$ cat config.mk
export PLATFORM = sky130hd
export DESIGN_NAME = video_frame_wr_sched
export DESIGN_NICKNAME = d
export VERILOG_FILES = /design/src/rtl/video_frame_wr_sched.sv
export SDC_FILE = /design/constraint.sdc
export NUM_CORES = 1
export LEC_CHECK = 0
export ABC_AREA = 1
export BUFFER_PORTS_ARGS = -buffer_cell sky130_fd_sc_hd__buf_2
export CAP_MARGIN = 30
export CORE_MARGIN = 2
export CORE_UTILIZATION = 55
export CTS_CLUSTER_SIZE = 16
export DETAILED_ROUTE_END_ITERATION = 7
export MAX_ROUTING_LAYER = met4
export PLACE_DENSITY = 0.82
export SYNTH_ARGS = -nofsm -noshare
export SYNTH_HDL_FRONTEND = slang
export SYNTH_SLANG_ARGS = --single-unit
$ cat constraint.sdc
create_clock -name video_clk -period 4.3 [get_ports video_clk]
set_input_delay 0 -clock video_clk [delete_from_list [all_inputs] [get_ports video_clk]]
set_output_delay 0 -clock video_clk [all_outputs]
set_load 0.02 [all_outputs]
$ cat src/rtl/video_frame_wr_sched.sv
// video_frame_wr_sched: frames VS/HS/DE video, packs 4 pixels per 128-bit FIFO word,
// issues one burst request per line and rotates frames through NUM_BUF buffers.
module video_frame_wr_sched #(
  parameter int H_ACTIVE = 1920,
  parameter int V_ACTIVE = 1080,
  parameter int NUM_BUF = 3,
  parameter int ADDR_W = 32,
  parameter logic [ADDR_W-1:0] BUF_BASE = '0,
  parameter logic [ADDR_W-1:0] BUF_STRIDE = ADDR_W'(32'h0080_0000)
) (
  input  logic              video_clk,
  input  logic              video_rst_n,
  input  logic              enable,
  input  logic              video_vs,
  input  logic              video_hs,
  input  logic              video_de,
  input  logic [23:0]       video_data,
  input  logic              fifo_full,
  output logic              fifo_wr_en,
  output logic [127:0]      fifo_wr_data,
  output logic              line_req,
  output logic [ADDR_W-1:0] line_addr,
  output logic [9:0]        line_words,
  output logic              frame_done,
  output logic [1:0]        wr_buf_idx,
  output logic [1:0]        rd_buf_idx,
  output logic              overflow_err,
  input  logic              clr_err
);
  localparam int PW = $clog2(H_ACTIVE + 1);
  localparam int LW = $clog2(V_ACTIVE + 1);
  typedef enum logic [2:0] {IDLE, WAIT_DE, ACTIVE, LINE_END, FRAME_END} state_t;
  state_t state_q, state_d;
  logic vs_d1_q, vs_d1_d;
  logic [PW-1:0] pix_q, pix_d;
  logic [LW-1:0] line_q, line_d;
  logic [127:0] pack_q, pack_d, word_q, word_d;
  logic wr_pend_q, wr_pend_d;
  logic started_q, started_d;
  logic bad_q, bad_d;
  logic ovf_q, ovf_d;
  logic [1:0] wr_buf_q, wr_buf_d, rd_buf_q, rd_buf_d;
  logic vs_rise, start, acc, de_fall, last_line, drop;
  logic [1:0] slot;
  logic [31:0] px;
  logic unused_hs;
  assign unused_hs = video_hs;
  assign vs_rise = video_vs & ~vs_d1_q;
  assign start = vs_rise & enable;
  assign acc = video_de & (state_q == WAIT_DE || state_q == ACTIVE) & ~vs_rise & (pix_q < PW'(H_ACTIVE));
  assign de_fall = (state_q == ACTIVE) & ~video_de & ~vs_rise;
  assign last_line = line_q == LW'(V_ACTIVE - 1);
  assign slot = pix_q[1:0];
  assign px = {8'hFF, video_data};
  assign drop = wr_pend_q & fifo_full;
  always_ff @(posedge video_clk or negedge video_rst_n) begin
    if (!video_rst_n) state_q <= IDLE;
    else state_q <= state_d;
  end
  always_comb begin
    state_d = state_q;
    if (vs_rise) state_d = enable ? WAIT_DE : IDLE;
    else if (state_q == WAIT_DE && video_de) state_d = ACTIVE;
    else if (de_fall) state_d = LINE_END;
    else if (state_q == LINE_END) state_d = last_line ? FRAME_END : WAIT_DE;
    else if (state_q == FRAME_END) state_d = IDLE;
  end
  always_comb begin
    line_req = (state_q == LINE_END) & ~vs_rise;
    frame_done = (state_q == FRAME_END) & ~vs_rise;
    fifo_wr_en = wr_pend_q & ~fifo_full;
    line_addr = line_req ? BUF_BASE + ADDR_W'(wr_buf_q) * BUF_STRIDE + ADDR_W'(line_q) * ADDR_W'(H_ACTIVE * 4) : '0;
    line_words = line_req ? 10'(({1'b0, pix_q} + (PW + 1)'(3)) >> 2) : '0;
  end
  always_comb begin
    vs_d1_d = video_vs;
    pix_d = (state_q == LINE_END || vs_rise) ? '0 : pix_q + PW'(acc);
    pack_d = pack_q;
    word_d = word_q;
    wr_pend_d = 1'b0;
    if (vs_rise) pack_d = '0;
    else if (acc && slot == 2'd3) begin
      word_d = {pack_q[127:32], px};
      pack_d = '0;
      wr_pend_d = 1'b1;
    end else if (acc) pack_d[{~slot, 5'd0} +: 32] = px;
    else if (de_fall) begin
      word_d = pack_q;
      pack_d = '0;
      wr_pend_d = slot != 2'd0;
    end
    line_d = vs_rise ? '0 : line_q + LW'(line_req);
    started_d = started_q | start;
    wr_buf_d = (start && started_q) ? (wr_buf_q == 2'(NUM_BUF - 1) ? 2'd0 : wr_buf_q + 2'd1) : wr_buf_q;
    bad_d = start ? 1'b0 : bad_q | drop;
    rd_buf_d = (frame_done && !bad_q) ? wr_buf_q : rd_buf_q;
    ovf_d = clr_err ? 1'b0 : ovf_q | drop;
  end
  always_ff @(posedge video_clk or negedge video_rst_n) begin
    if (!video_rst_n) begin
      vs_d1_q <= 1'b0;
      pix_q <= '0;
      line_q <= '0;
      pack_q <= '0;
      word_q <= '0;
      wr_pend_q <= 1'b0;
      started_q <= 1'b0;
      bad_q <= 1'b0;
      ovf_q <= 1'b0;
      wr_buf_q <= 2'd0;
      rd_buf_q <= 2'(NUM_BUF - 1);
    end else begin
      vs_d1_q <= vs_d1_d;
      pix_q <= pix_d;
      line_q <= line_d;
      pack_q <= pack_d;
      word_q <= word_d;
      wr_pend_q <= wr_pend_d;
      started_q <= started_d;
      bad_q <= bad_d;
      ovf_q <= ovf_d;
      wr_buf_q <= wr_buf_d;
      rd_buf_q <= rd_buf_d;
    end
  end
  assign fifo_wr_data = word_q;
  assign wr_buf_idx = wr_buf_q;
  assign rd_buf_idx = rd_buf_q;
  assign overflow_err = ovf_q;
endmodule

==> run metrics <==
Total Routed Length=around 30000 um; average cell area after synthesis=approximately 8.3 um^2; category of the worst setup path launch point=flip-flop; number of global-route vias before repair=approximately 9400; number of cell instances on the worst register-to-register path=8; placement-stage worst setup slack=between 0.7 and 0.8 ns; Slew headroom=around 31%; Placer Congestion=about 0.90; asr flop ratio synth=100%; worst hold path type=input pin to flip-flop; final period utilization=94.7%; clock tree from TritonCTS=yes; number of remaining DRC errors=0; number of hold-slack violations in the final timing report=0; placed wire-length estimate=slightly below 20000 um; growth of design area from synthesis to finish=17.1%; DRC violation total after the first TritonRoute iteration=896; total die area=22500 um^2; Max clock buf depth=3; post-synth design cell area=11700 um^2; post-layout instance area=about 14000 um^2; largest cells by area after synthesis=sky130_fd_sc_hd__dfrtp_1, sky130_fd_sc_hd__nand2_1, sky130_fd_sc_hd__inv_1; highest ir drop seen on vdd=approximately 0.32 mV; number of synthesized register bits=234; post-detailed-route count of antenna-violating nets=0; power density relative to cell area=529 nW/um^2; area leader, netlist=sky130_fd_sc_hd__dfrtp_1; placed instance area=between 10000 and 15000 um^2; Congestion Overflow GR=0; Critical Setup Path Class=flip-flop to primary output; transition at the pin with the smallest max-transition slack=1.03 ns; Critical Path Sink Type=primary output; clock period minus worst slack=4.07 ns; detailed-route vias per instance=5.29; Max Transition Viols Final=0; die width=~150 um; level count of the clock H-tree=1; result of the run=finished clean; maximum single-stage delay on the critical path=0.51 ns; IO Port Bufs=a little under 200; TritonCTS Buffers=25; Core Rows=53; clock slew at the register clock pins of the worst setup and hold paths=~0.060 ns; Max FO, Critical Path=5; Placeable Area=around 21000 um^2; Leakage=~7.6 nW; ordered list of cells on the worst path=clkinvlp_4 > buf_4 > fa_1 > fa_1 > inv_1 > ha_1 > nand2_1 > nor2_1 > o21ai_0 > nand3_1 > nand2_1 > nand2_1 > ha_1 > ha_1 > inv_1 > nor2_1 > buf_2; number of warnings reported in the yosys synthesis log=0; EDFF count, synth=0; vertical die dimension=150 um; Design Power=about 0.0073 W; Worst path slowest cell=sky130_fd_sc_hd__fa_1; total via count after detailed routing=between 9000 and 10000; Antenna Cells=0; post-synth top area share=between 40 and 50%; clock latency on the worst-skew pair=between 0.5 and 0.6 ns; distinct cell type count of the synthesized netlist=34; Clock Sink Count=~230; total routing resource utilization after global routing=27.1%; most instantiated flip-flop cell in the synthesis netlist=sky130_fd_sc_hd__dfrtp_1; worst clock skew on the final layout=roughly 0.027 ns; Setup Viol. Count Final=0; register area share after synthesis=49.9%; required time of the critical path=about 4.3 ns; maximum achievable frequency=between 0.2 and 0.25 GHz; share of final-layout standard cells stronger than drive strength 1=between 10% and 20%; IO Count=210; net count reported at finish=1686; final setup margin=between 0.2 and 0.25 ns; starting density of the core=a little under three fifths; first-pass GRT wire length=47400 um; number of search-and-repair iterations in the first detailed-routing pass=5; Syn Inst Count=1422; clock tree root buffer cell=sky130_fd_sc_hd__clkbuf_16; Hold Path Stages=2; WL/cell=~16 um; crit path DAT=roughly 4.1 ns; max capacitance violation total=0; antenna violations before repair=0; largest net degree at the start of global routing=around 140
==> worst paths after layout <==
check	start	slack [ns]	end
setup / recovery	line_q[5]$_DFF_PN0_	0.23	line_addr[24]
hold / removal	video_vs	0.15	vs_d1_q$_DFF_PN0_
setup reg to reg	vs_d1_q$_DFF_PN0_	0.78	fifo_wr_data[95]$_DFFE_PN0P_
hold reg to reg	fifo_wr_data[85]$_DFFE_PN0P_	0.46	fifo_wr_data[85]$_DFFE_PN0P_
max in group asynchronous	video_rst_n	3.03	pack_q[11]$_DFFE_PN0P_
min in group asynchronous	video_rst_n	0.24	fifo_wr_data[47]$_DFFE_PN0P_
==> timing repair <==
action,CTS,global route
resized for setup,0,3
hold buffers,31,0
setup endpoints to repair,0,1
endpoints found under the hold margin,243,0
buffers inserted,0,6
==> critical path, delay by kind of cell, from the launching register on <==
kind / cells / cell delay (ns)
flip-flops: 1 / 0.43
adder cells (fa/ha/maj): 5 / 1.80
AO/OA/AOI/OAI: 1 / 0.22
buffers and inverters: 5 / 0.60
AND/OR/NAND/NOR: 6 / 0.51
==> routing by layer <==
| layer | track usage, % | share of wire [%] |
|---|---|---|
| met1 | 37.3 | 42 |
| met2 | 42.6 | 48 |
| met3 | 3.78 | 7.7 |
| met4 | 7.31 | 2.4 |
| met5 | - | 0 |
==> kinds of logic after synthesis <==
group | share of synthesized area (%)
fa+ha+maj | 7.40
xor+xnor | 0.224
buf+inv | 11.0
other cells | 0.0319
flops | 49.9
simple gates | 23.3
compound gates | 8.20
==> cells in the final DEF (no fill, tap or decap), types with 3 or more instances in the layout <==
cell type                         n
sky130_fd_sc_hd__nand3_1         73
sky130_fd_sc_hd__nor3_1           8
sky130_fd_sc_hd__clkbuf_8         7
sky130_fd_sc_hd__nand4_1          8
sky130_fd_sc_hd__nor3b_1          3
sky130_fd_sc_hd__nand2_2          9
sky130_fd_sc_hd__buf_4           10
sky130_fd_sc_hd__o21ai_1         50
sky130_fd_sc_hd__bufinv_16        4
sky130_fd_sc_hd__dlygate4sd3_1   31
sky130_fd_sc_hd__clkbuf_16       25
sky130_fd_sc_hd__a21oi_1         33
sky130_fd_sc_hd__conb_1          15
sky130_fd_sc_hd__ha_1            39
sky130_fd_sc_hd__inv_1          154
sky130_fd_sc_hd__nor2_1         106
sky130_fd_sc_hd__nand2_1        458
sky130_fd_sc_hd__inv_2            6
sky130_fd_sc_hd__o21ai_0        102
sky130_fd_sc_hd__buf_2          192
sky130_fd_sc_hd__fa_1            19
sky130_fd_sc_hd__clkinv_2         4
sky130_fd_sc_hd__dfrtp_1        233
==> report_power, final <==
group | switching [W] | leakage [nW] | internal (W) | total [W]
clock network | 0.000869 | 0.444 | 0.00143 | 0.00229
logic | 0.00154 | 3.96 | 0.000590 | 0.00213
registers | 0.000278 | 3.22 | 0.00257 | 0.00285
==> through the flow <==
stage / std cells / util, % / TNS, ns / hold WS [ns]
final: 1888 / 65.6 / 0 / 0.148
after global routing: 1888 / 65.6 / -0.0259 / 0.154
after CTS: 1882 / 65.3 / 0 / 0.139
after detailed placement: 1807 / 59.6 / 0 / 0.130
after global placement: 1807 / 59.6 / 0 / 0.126
after floorplan: 1436 / - / 0 / -0.296
==> final cells by class <==
cell class	count	area, um^2
fill	1731	7210
sequential	234	5860
multi-input combinational	937	4650
timing repair buffer	235	1380
clock buffer	34	729
inverter	163	622
tap	275	344
clock inverter	10	160
==> sequential cells by signal, indices dropped and copies added (netlist names), 2 cells and up <==
register	count
pix_q	11
line_q	11
rd_buf_idx	2
fifo_wr_data	100
wr_buf_idx	2
pack_q	100
state_q	3
==> Yosys cell counts, types with 5 or more instances <==
| cell type | count |
|---|---|
| sky130_fd_sc_hd__a21oi_1 | 33 |
| sky130_fd_sc_hd__buf_2 | 14 |
| sky130_fd_sc_hd__buf_4 | 50 |
| sky130_fd_sc_hd__buf_6 | 9 |
| sky130_fd_sc_hd__clkbuf_1 | 24 |
| sky130_fd_sc_hd__dfrtp_1 | 233 |
| sky130_fd_sc_hd__fa_1 | 19 |
| sky130_fd_sc_hd__ha_1 | 39 |
| sky130_fd_sc_hd__inv_1 | 157 |
| sky130_fd_sc_hd__inv_2 | 5 |
| sky130_fd_sc_hd__nand2_1 | 458 |
| sky130_fd_sc_hd__nand2_2 | 9 |
| sky130_fd_sc_hd__nand3_1 | 73 |
| sky130_fd_sc_hd__nand4_1 | 8 |
| sky130_fd_sc_hd__nor2_1 | 106 |
| sky130_fd_sc_hd__nor3_1 | 8 |
| sky130_fd_sc_hd__o21ai_0 | 102 |
| sky130_fd_sc_hd__o21ai_1 | 50 |
(Power assumes the default switching activity.)
